**src/rtl/reorder_buffer.sv**
```systemverilog
// Circular in-order commit queue: allocates an entry per issued instruction, collects
// ALU/LSB results, retires in program order and flushes the pipeline on a mispredict.
module reorder_buffer #(
    parameter int CAP     = 16,
    parameter int IDX_BIT = 4
) (
    input  logic               clk_in,
    input  logic               rst_in,
    input  logic               rdy_in,

    input  logic               inst_req,
    input  logic [4:0]         inst_rd,
    input  logic               inst_is_branch,
    input  logic               inst_is_store,
    input  logic               inst_pred_taken,
    input  logic [31:0]        inst_alt_pc,
    output logic [IDX_BIT-1:0] tail_id,
    output logic               full,

    input  logic               rs_ready,
    input  logic [IDX_BIT-1:0] rs_rob_id,
    input  logic [31:0]        rs_result,
    input  logic               lsb_ready,
    input  logic [IDX_BIT-1:0] lsb_rob_id,
    input  logic [31:0]        lsb_result,

    input  logic [IDX_BIT-1:0] qry1_id,
    input  logic [IDX_BIT-1:0] qry2_id,
    output logic               qry1_ready,
    output logic               qry2_ready,
    output logic [31:0]        qry1_val,
    output logic [31:0]        qry2_val,

    output logic               cdb_req,
    output logic [IDX_BIT-1:0] cdb_rob_id,
    output logic [31:0]        cdb_val,
    output logic [4:0]         cdb_rd,
    output logic               store_commit,
    output logic               clear,
    output logic [31:0]        clear_pc
);

    localparam int CNT_W = IDX_BIT + 1;

    // Control state
    logic [IDX_BIT-1:0] head_q, head_d;
    logic [IDX_BIT-1:0] tail_q, tail_d;
    logic [CNT_W-1:0]   count_q, count_d;
    logic               busy_q  [CAP];
    logic               busy_d  [CAP];
    logic               ready_q [CAP];
    logic               ready_d [CAP];

    // Entry payload
    logic [4:0]         rd_q        [CAP];
    logic [4:0]         rd_d        [CAP];
    logic               is_branch_q [CAP];
    logic               is_branch_d [CAP];
    logic               is_store_q  [CAP];
    logic               is_store_d  [CAP];
    logic               pred_q      [CAP];
    logic               pred_d      [CAP];
    logic [31:0]        alt_pc_q    [CAP];
    logic [31:0]        alt_pc_d    [CAP];
    logic [31:0]        val_q       [CAP];
    logic [31:0]        val_d       [CAP];

    // Registered outputs
    logic               full_q, full_d;
    logic               cdb_req_q, cdb_req_d;
    logic [IDX_BIT-1:0] cdb_rob_id_q, cdb_rob_id_d;
    logic [31:0]        cdb_val_q, cdb_val_d;
    logic [4:0]         cdb_rd_q, cdb_rd_d;
    logic               store_commit_q, store_commit_d;
    logic               clear_q, clear_d;
    logic [31:0]        clear_pc_q, clear_pc_d;

    logic               take_issue;
    logic               take_rs;
    logic               take_lsb;
    logic               head_commit;
    logic               head_mispredict;

    // The cycle after a flush (clear_q=1) drops every incoming request.
    always_comb begin
        take_issue      = rdy_in && !clear_q && inst_req;
        take_rs         = rdy_in && !clear_q && rs_ready  && busy_q[rs_rob_id];
        take_lsb        = rdy_in && !clear_q && lsb_ready && busy_q[lsb_rob_id];
        head_commit     = rdy_in && busy_q[head_q] && ready_q[head_q];
        head_mispredict = head_commit && is_branch_q[head_q]
                          && (val_q[head_q][0] != pred_q[head_q]);
    end

    always_comb begin
        head_d         = head_q;
        tail_d         = tail_q;
        count_d        = count_q;
        busy_d         = busy_q;
        ready_d        = ready_q;
        rd_d           = rd_q;
        is_branch_d    = is_branch_q;
        is_store_d     = is_store_q;
        pred_d         = pred_q;
        alt_pc_d       = alt_pc_q;
        val_d          = val_q;
        full_d         = full_q;
        cdb_req_d      = 1'b0;
        cdb_rob_id_d   = cdb_rob_id_q;
        cdb_val_d      = cdb_val_q;
        cdb_rd_d       = cdb_rd_q;
        store_commit_d = 1'b0;
        clear_d        = 1'b0;
        clear_pc_d     = clear_pc_q;

        // lsb first so rs wins when both target the same id
        if (take_lsb) begin
            ready_d[lsb_rob_id] = 1'b1;
            val_d[lsb_rob_id]   = lsb_result;
        end
        if (take_rs) begin
            ready_d[rs_rob_id] = 1'b1;
            val_d[rs_rob_id]   = rs_result;
        end

        if (head_commit) begin
            busy_d[head_q] = 1'b0;
            head_d         = head_q + IDX_BIT'(1);
            if (head_mispredict) begin
                clear_d    = 1'b1;
                clear_pc_d = alt_pc_q[head_q];
            end else if (is_store_q[head_q]) begin
                store_commit_d = 1'b1;
            end else if (!is_branch_q[head_q]) begin
                cdb_req_d    = 1'b1;
                cdb_rob_id_d = head_q;
                cdb_val_d    = val_q[head_q];
                cdb_rd_d     = rd_q[head_q];
            end
        end

        if (take_issue) begin
            busy_d[tail_q]      = 1'b1;
            ready_d[tail_q]     = 1'b0;
            rd_d[tail_q]        = inst_rd;
            is_branch_d[tail_q] = inst_is_branch;
            is_store_d[tail_q]  = inst_is_store;
            pred_d[tail_q]      = inst_pred_taken;
            alt_pc_d[tail_q]    = inst_alt_pc;
            tail_d              = tail_q + IDX_BIT'(1);
        end

        count_d = count_q + CNT_W'(take_issue) - CNT_W'(head_commit);

        // A mispredict discards everything younger, including a same-cycle issue.
        if (head_mispredict) begin
            head_d  = '0;
            tail_d  = '0;
            count_d = '0;
            for (int i = 0; i < CAP; i++) begin
                busy_d[i] = 1'b0;
            end
        end

        // Two-slot threshold leaves room for an issue already in flight.
        if (rdy_in) begin
            full_d = (count_d >= CNT_W'(CAP - 2));
        end
    end

    always_ff @(posedge clk_in) begin
        if (rst_in) begin
            head_q         <= '0;
            tail_q         <= '0;
            count_q        <= '0;
            full_q         <= 1'b0;
            cdb_req_q      <= 1'b0;
            cdb_rob_id_q   <= '0;
            cdb_val_q      <= '0;
            cdb_rd_q       <= '0;
            store_commit_q <= 1'b0;
            clear_q        <= 1'b0;
            clear_pc_q     <= '0;
            for (int i = 0; i < CAP; i++) begin
                busy_q[i]  <= 1'b0;
                ready_q[i] <= 1'b0;
            end
        end else begin
            head_q         <= head_d;
            tail_q         <= tail_d;
            count_q        <= count_d;
            full_q         <= full_d;
            cdb_req_q      <= cdb_req_d;
            cdb_rob_id_q   <= cdb_rob_id_d;
            cdb_val_q      <= cdb_val_d;
            cdb_rd_q       <= cdb_rd_d;
            store_commit_q <= store_commit_d;
            clear_q        <= clear_d;
            clear_pc_q     <= clear_pc_d;
            busy_q         <= busy_d;
            ready_q        <= ready_d;
        end
    end

    // Payload is only meaningful while busy, so it needs no reset.
    always_ff @(posedge clk_in) begin
        rd_q        <= rd_d;
        is_branch_q <= is_branch_d;
        is_store_q  <= is_store_d;
        pred_q      <= pred_d;
        alt_pc_q    <= alt_pc_d;
        val_q       <= val_d;
    end

    // Operand lookup with same-cycle writeback forwarding.
    always_comb begin
        qry1_ready = busy_q[qry1_id] && ready_q[qry1_id];
        qry1_val   = val_q[qry1_id];
        if (lsb_ready && lsb_rob_id == qry1_id) begin
            qry1_ready = 1'b1;
            qry1_val   = lsb_result;
        end
        if (rs_ready && rs_rob_id == qry1_id) begin
            qry1_ready = 1'b1;
            qry1_val   = rs_result;
        end

        qry2_ready = busy_q[qry2_id] && ready_q[qry2_id];
        qry2_val   = val_q[qry2_id];
        if (lsb_ready && lsb_rob_id == qry2_id) begin
            qry2_ready = 1'b1;
            qry2_val   = lsb_result;
        end
        if (rs_ready && rs_rob_id == qry2_id) begin
            qry2_ready = 1'b1;
            qry2_val   = rs_result;
        end
    end

    assign tail_id      = tail_q;
    assign full         = full_q;
    assign cdb_req      = cdb_req_q;
    assign cdb_rob_id   = cdb_rob_id_q;
    assign cdb_val      = cdb_val_q;
    assign cdb_rd       = cdb_rd_q;
    assign store_commit = store_commit_q;
    assign clear        = clear_q;
    assign clear_pc     = clear_pc_q;

endmodule

```
**config.mk**
```make
export PLATFORM = sky130hd
export DESIGN_NAME = reorder_buffer
export DESIGN_NICKNAME = d
export VERILOG_FILES = /design/src/rtl/reorder_buffer.sv
export SDC_FILE = /design/constraint.sdc
export NUM_CORES = 2
export LEC_CHECK = 0
export BUFFER_PORTS_ARGS = -buffer_cell sky130_fd_sc_hd__buf_4
export CAP_MARGIN = 20
export CORE_ASPECT_RATIO = 1.1
export CORE_MARGIN = 1
export CORE_UTILIZATION = 60
export CTS_CLUSTER_DIAMETER = 150
export DETAILED_ROUTE_END_ITERATION = 10
export PLACE_DENSITY = 0.88
export REMOVE_ABC_BUFFERS = 1
export SLEW_MARGIN = 25
export SYNTH_ARGS = -nofsm -noshare
export SYNTH_HDL_FRONTEND = slang
export SYNTH_SLANG_ARGS = --single-unit
```
**constraint.sdc**
```tcl
create_clock -name clk_in -period 4.3 [get_ports clk_in]
set_input_delay 0.215 -clock clk_in [delete_from_list [all_inputs] [get_ports clk_in]]
set_output_delay 0.215 -clock clk_in [all_outputs]
set_load 0.005 [all_outputs]
```
==> summary by stage <==
Floorplanning
The floorplan step defined a die boundary enclosing 0.1074 sq mm. The total area inside the core boundary comes to 0.1046 sq mm. 273 I/O pins were placed. The die outline height is 343.6 um. After floorplanning, the core was divided into 124 placement rows. The initial utilization of the core area, before any placement, comes to 60.86%. The width of the die is 312.5 um.

Finish
The finished cells cover 0.07267 sq mm. The count of fill cells added during filler insertion is 6550. The area added between synthesis and finish is 14.18%. The share of post-route cells with drive strength above 1 is 27.23%. At the end of the flow, the number of nets in the layout was 5020.

Detailed routing
The count of routing violations after the opening detailed-route iteration is 7253. The remaining antenna violation count is 0. The final routed wirelength across all metal layers is 203.4 mm.

For this run, the detailed router's first-pass iteration total came to 8. The final routed wire length divided by cell count is 31.90 um. The via-per-instance ratio is 7.220. The number of remaining DRC errors is 0. Summing over every cut layer, the via total after detailed routing is 46040.

Synth
The yosys synthesis warning count is 0. The dominant register cell in the synthesized netlist is sky130_fd_sc_hd__edfxtp_1. The synthesized design spends more area on one cell type than any other, namely sky130_fd_sc_hd__edfxtp_1. Sequential elements use 50.14% of the synthesized area. By area the synthesized netlist is led by sky130_fd_sc_hd__edfxtp_1 30%, sky130_fd_sc_hd__mux4_2 25%, sky130_fd_sc_hd__dfxtp_1 20%. The fraction of registers with async set or reset after synthesis is 0%. The netlist uses 52 different library cells. After technology mapping, the gate count stands at 4737. The most common cell in the netlist is sky130_fd_sc_hd__mux4_2.

The netlist area before placement is 0.06365 sq mm. The commonest cells after synthesis are 696 x sky130_fd_sc_hd__mux4_2, 640 x sky130_fd_sc_hd__edfxtp_1, 634 x sky130_fd_sc_hd__dfxtp_1, 621 x sky130_fd_sc_hd__mux2i_1, 587 x sky130_fd_sc_hd__nor2_1. The proportion of netlist area held by the largest area contributor is 30.20%.

The synthesized area per cell is 13.44 sq um. Counting flops and latches in the post-synthesis netlist gives 1274. Counting flops with a built-in enable in the synthesized netlist gives 640.

Global route
The number of global-route vias before repair was 45700. The first-pass GRT wire length is 296.4 mm. Entering global routing, the biggest net connects 140 pins. The number of antenna violations at the first check in global routing is 8.

The overall routing resource usage is 37.73%. The total overflow reported by the global router is 0.

Timing
Setup violations remaining at the end of the flow were counted as 0. In the post-route analysis, the smallest setup slack over all paths is 371.0 ps. The total negative slack for setup checks is 0 ps.

Setup repair after global routing left no endpoint under its margin. Of the available clock period, the critical path in the final layout requires 91.37%. The relative slew slack is 24.79%. At the pin with the least slew margin, the transition time is 1124 ps.

The number of slew-limit violations in the final report came to 0. The smallest clock period supported by the final layout is computed as 3929 ps. The final clock skew is 28.41 ps. The final count of hold timing violations is 0. The maximum clock rate is 254.5 MHz.

Place
The count of port buffers added during placement is 272. The routability congestion estimate is 0.9250. The placed instances occupy a cell area of 0.06682 sq mm.

Before CTS, the worst setup slack after placement is 455.1 ps. The half-perimeter wire length after placement is 109.6 mm.

Clock tree
The maximum buffer depth of the clock tree is 3. The number of gates given a new drive strength after cts is 0. The root buffer selected by CTS is sky130_fd_sc_hd__clkbuf_16. Clock-pin slew was measured on the worst setup and hold paths at 60 ps. The clock sink count is 1274. In this run the post-CTS setup repair buffer count came out at 0. TritonCTS created 134 clock buffers.

TritonCTS built the clock tree. The insertion delay to the later sink of the worst-skew pair is 770 ps. In this run, post-CTS hold repair placed 137 buffers. The H-tree generated during clock tree synthesis spans 4 levels.

Worst setup path
In this run the worst path has a maximum fanout of 48. The largest incremental delay on the critical path is 860 ps. The launching element of the worst setup path is head_q[2]. The register-to-register setup slack is 370 ps. The data required time at the worst endpoint is 4970 ps. The worst setup path is of the register to register kind. The kind of end point of the critical path is a register. The startpoint of the worst-slack reg-to-reg timing path is head_q[2]. The sort of element at the start of the critical path is a register. The library cell contributing the largest single delay on the critical path is sky130_fd_sc_hd__buf_4. The number of cells on the worst reg-to-reg path is 9. For the worst setup path, the data arrival time is 4600 ps. The critical path goes through buf_4, buf_4, nor2b_1, nand2_1, nand3_1, xor2_4, buf_4, nand3_1, a21oi_1. The capture point of the worst path is clear_pc[0]. In this run the critical register-to-register path is captured at clear_pc[0].

The most prevalent standard cell on the critical path is sky130_fd_sc_hd__buf_4.

Power and ir drop
The worst IR drop on VDD is 467.3 uV. The leakage power summed over all cells is 28.89 nW. The power per standard cell area is 364.2 mW/mm^2.

Hold path
In this run the worst hold path is classified as input pin to register. The worst hold path begins at rst_in.

Job
The tool flagged a number of max-cap violations equal to 0.

Outcome
The flow ran to the end, and the final reports show no timing, DRC or antenna violations.
-- worst max-delay path, delay by kind of cell, from the launching register on --
kind / cells / cell delay [ps]
AND/OR/NAND/NOR: 4 / 960
buffers and inverters: 3 / 1650
AO/OA/AOI/OAI: 1 / 230
XOR/XNOR: 1 / 540
flip-flops: 1 / 360
-- how the worst min path moves through the flow --
stage / to / depth (start not counted) / slack [ps]
after floorplan: clear_pc[0] / 1 / 280
after global placement: clear_pc[24] / 2 / 460
after detailed placement: clear_pc[26] / 2 / 480
after CTS: cdb_val[27] / 2 / 10
after global routing: cdb_val[30] / 2 / 50
final: cdb_val[26] / 2 / 40
-- where the power goes --
part | internal, W | switching (W)
clock network | 0.00687 | 0.00498
logic | 0.000695 | 0.000917
registers | 0.0129 | 0.000128
total | 0.0204 | 0.00602
-- metrics by stage --
stage	power (W)	instances	hold slack (ps)	utilization [%]
CTS	0.02640	6369	14.19	69.44
global route	0.02699	6371	52.10	69.48
detailed placement	0.01472	5992	484.6	63.90
finish	0.02647	6376	43.87	69.49
global placement	0.01466	5992	460.2	63.90
floorplan	0.01386	4221	284.1	-
-- layout by cell type (no fill, tap or decap), types with 17 or more instances in the layout --
cell type | netlist | final
sky130_fd_sc_hd__mux4_2 | 696 | 696
sky130_fd_sc_hd__edfxtp_1 | 640 | 640
sky130_fd_sc_hd__dfxtp_1 | 634 | 630
sky130_fd_sc_hd__mux2i_1 | 621 | 621
sky130_fd_sc_hd__nor2_1 | 587 | 581
sky130_fd_sc_hd__a21oi_1 | 564 | 564
sky130_fd_sc_hd__buf_4 | 2 | 353
sky130_fd_sc_hd__dlygate4sd3_1 | 0 | 137
sky130_fd_sc_hd__clkbuf_16 | 0 | 135
sky130_fd_sc_hd__o21ai_0 | 113 | 113
sky130_fd_sc_hd__nand2_1 | 126 | 98
sky130_fd_sc_hd__nand3_1 | 58 | 54
sky130_fd_sc_hd__inv_1 | 45 | 35
sky130_fd_sc_hd__clkbuf_1 | 325 | 33
sky130_fd_sc_hd__buf_12 | 0 | 27
sky130_fd_sc_hd__clkinv_2 | 0 | 23
sky130_fd_sc_hd__xor2_1 | 18 | 17
sky130_fd_sc_hd__clkbuf_8 | 0 | 17
-- area by class of cell --
type	count	area [sq um]	area share (%)
Timing Repair Buffer	523	4651	6.400
Sequential cell	1274	31930	43.93
Multi-Input combinational cell	2902	29750	40.94
Antenna cell	6	15.01	0.02066
Clock inverter	56	710.7	0.9779
Clock buffer	184	3716	5.114
Inverter	45	168.9	0.2324
Tap cell	1386	1734	2.386
-- registers in the layout, indices dropped and copies added, names as in the netlist --
name / cells
cdb_rd: 5
busy_q: 16
store_commit: 1
pred_q: 16
is_branch_q: 16
cdb_req: 1
is_store_q: 16
alt_pc_q: 512
count_q: 5
tail_id: 4
val_q: 512
cdb_rob_id: 4
clear: 1
ready_q: 16
cdb_val: 32
full: 1
clear_pc: 32
rd_q: 80
head_q: 4
-- per-layer routing --
layer / global-route usage, % / share of wire (%) / routed length [um]
met2: 59.97 / 47 / 95390
met4: 24.32 / 7.2 / 14730
met1: 45.63 / 32 / 65140
met5: 0 / 0.029 / 59
met3: 10.51 / 14 / 28100
-- logic make-up (layout without fill, tap and decap cells) --
family          Yosys count  count (layout)  share of synthesized area (%)
mux                    1318            1318                          34.41
flops                  1274            1274                          50.14
simple gates            814             814                          5.131
compound gates          730             730                          6.067
buf+inv                 561             808                          3.607
xor+xnor                 26              26                         0.3578
fa+ha+maj                14              14                         0.2870
other cells               0               6                              0
No activity file was read; power rests on OpenSTA's default activity.
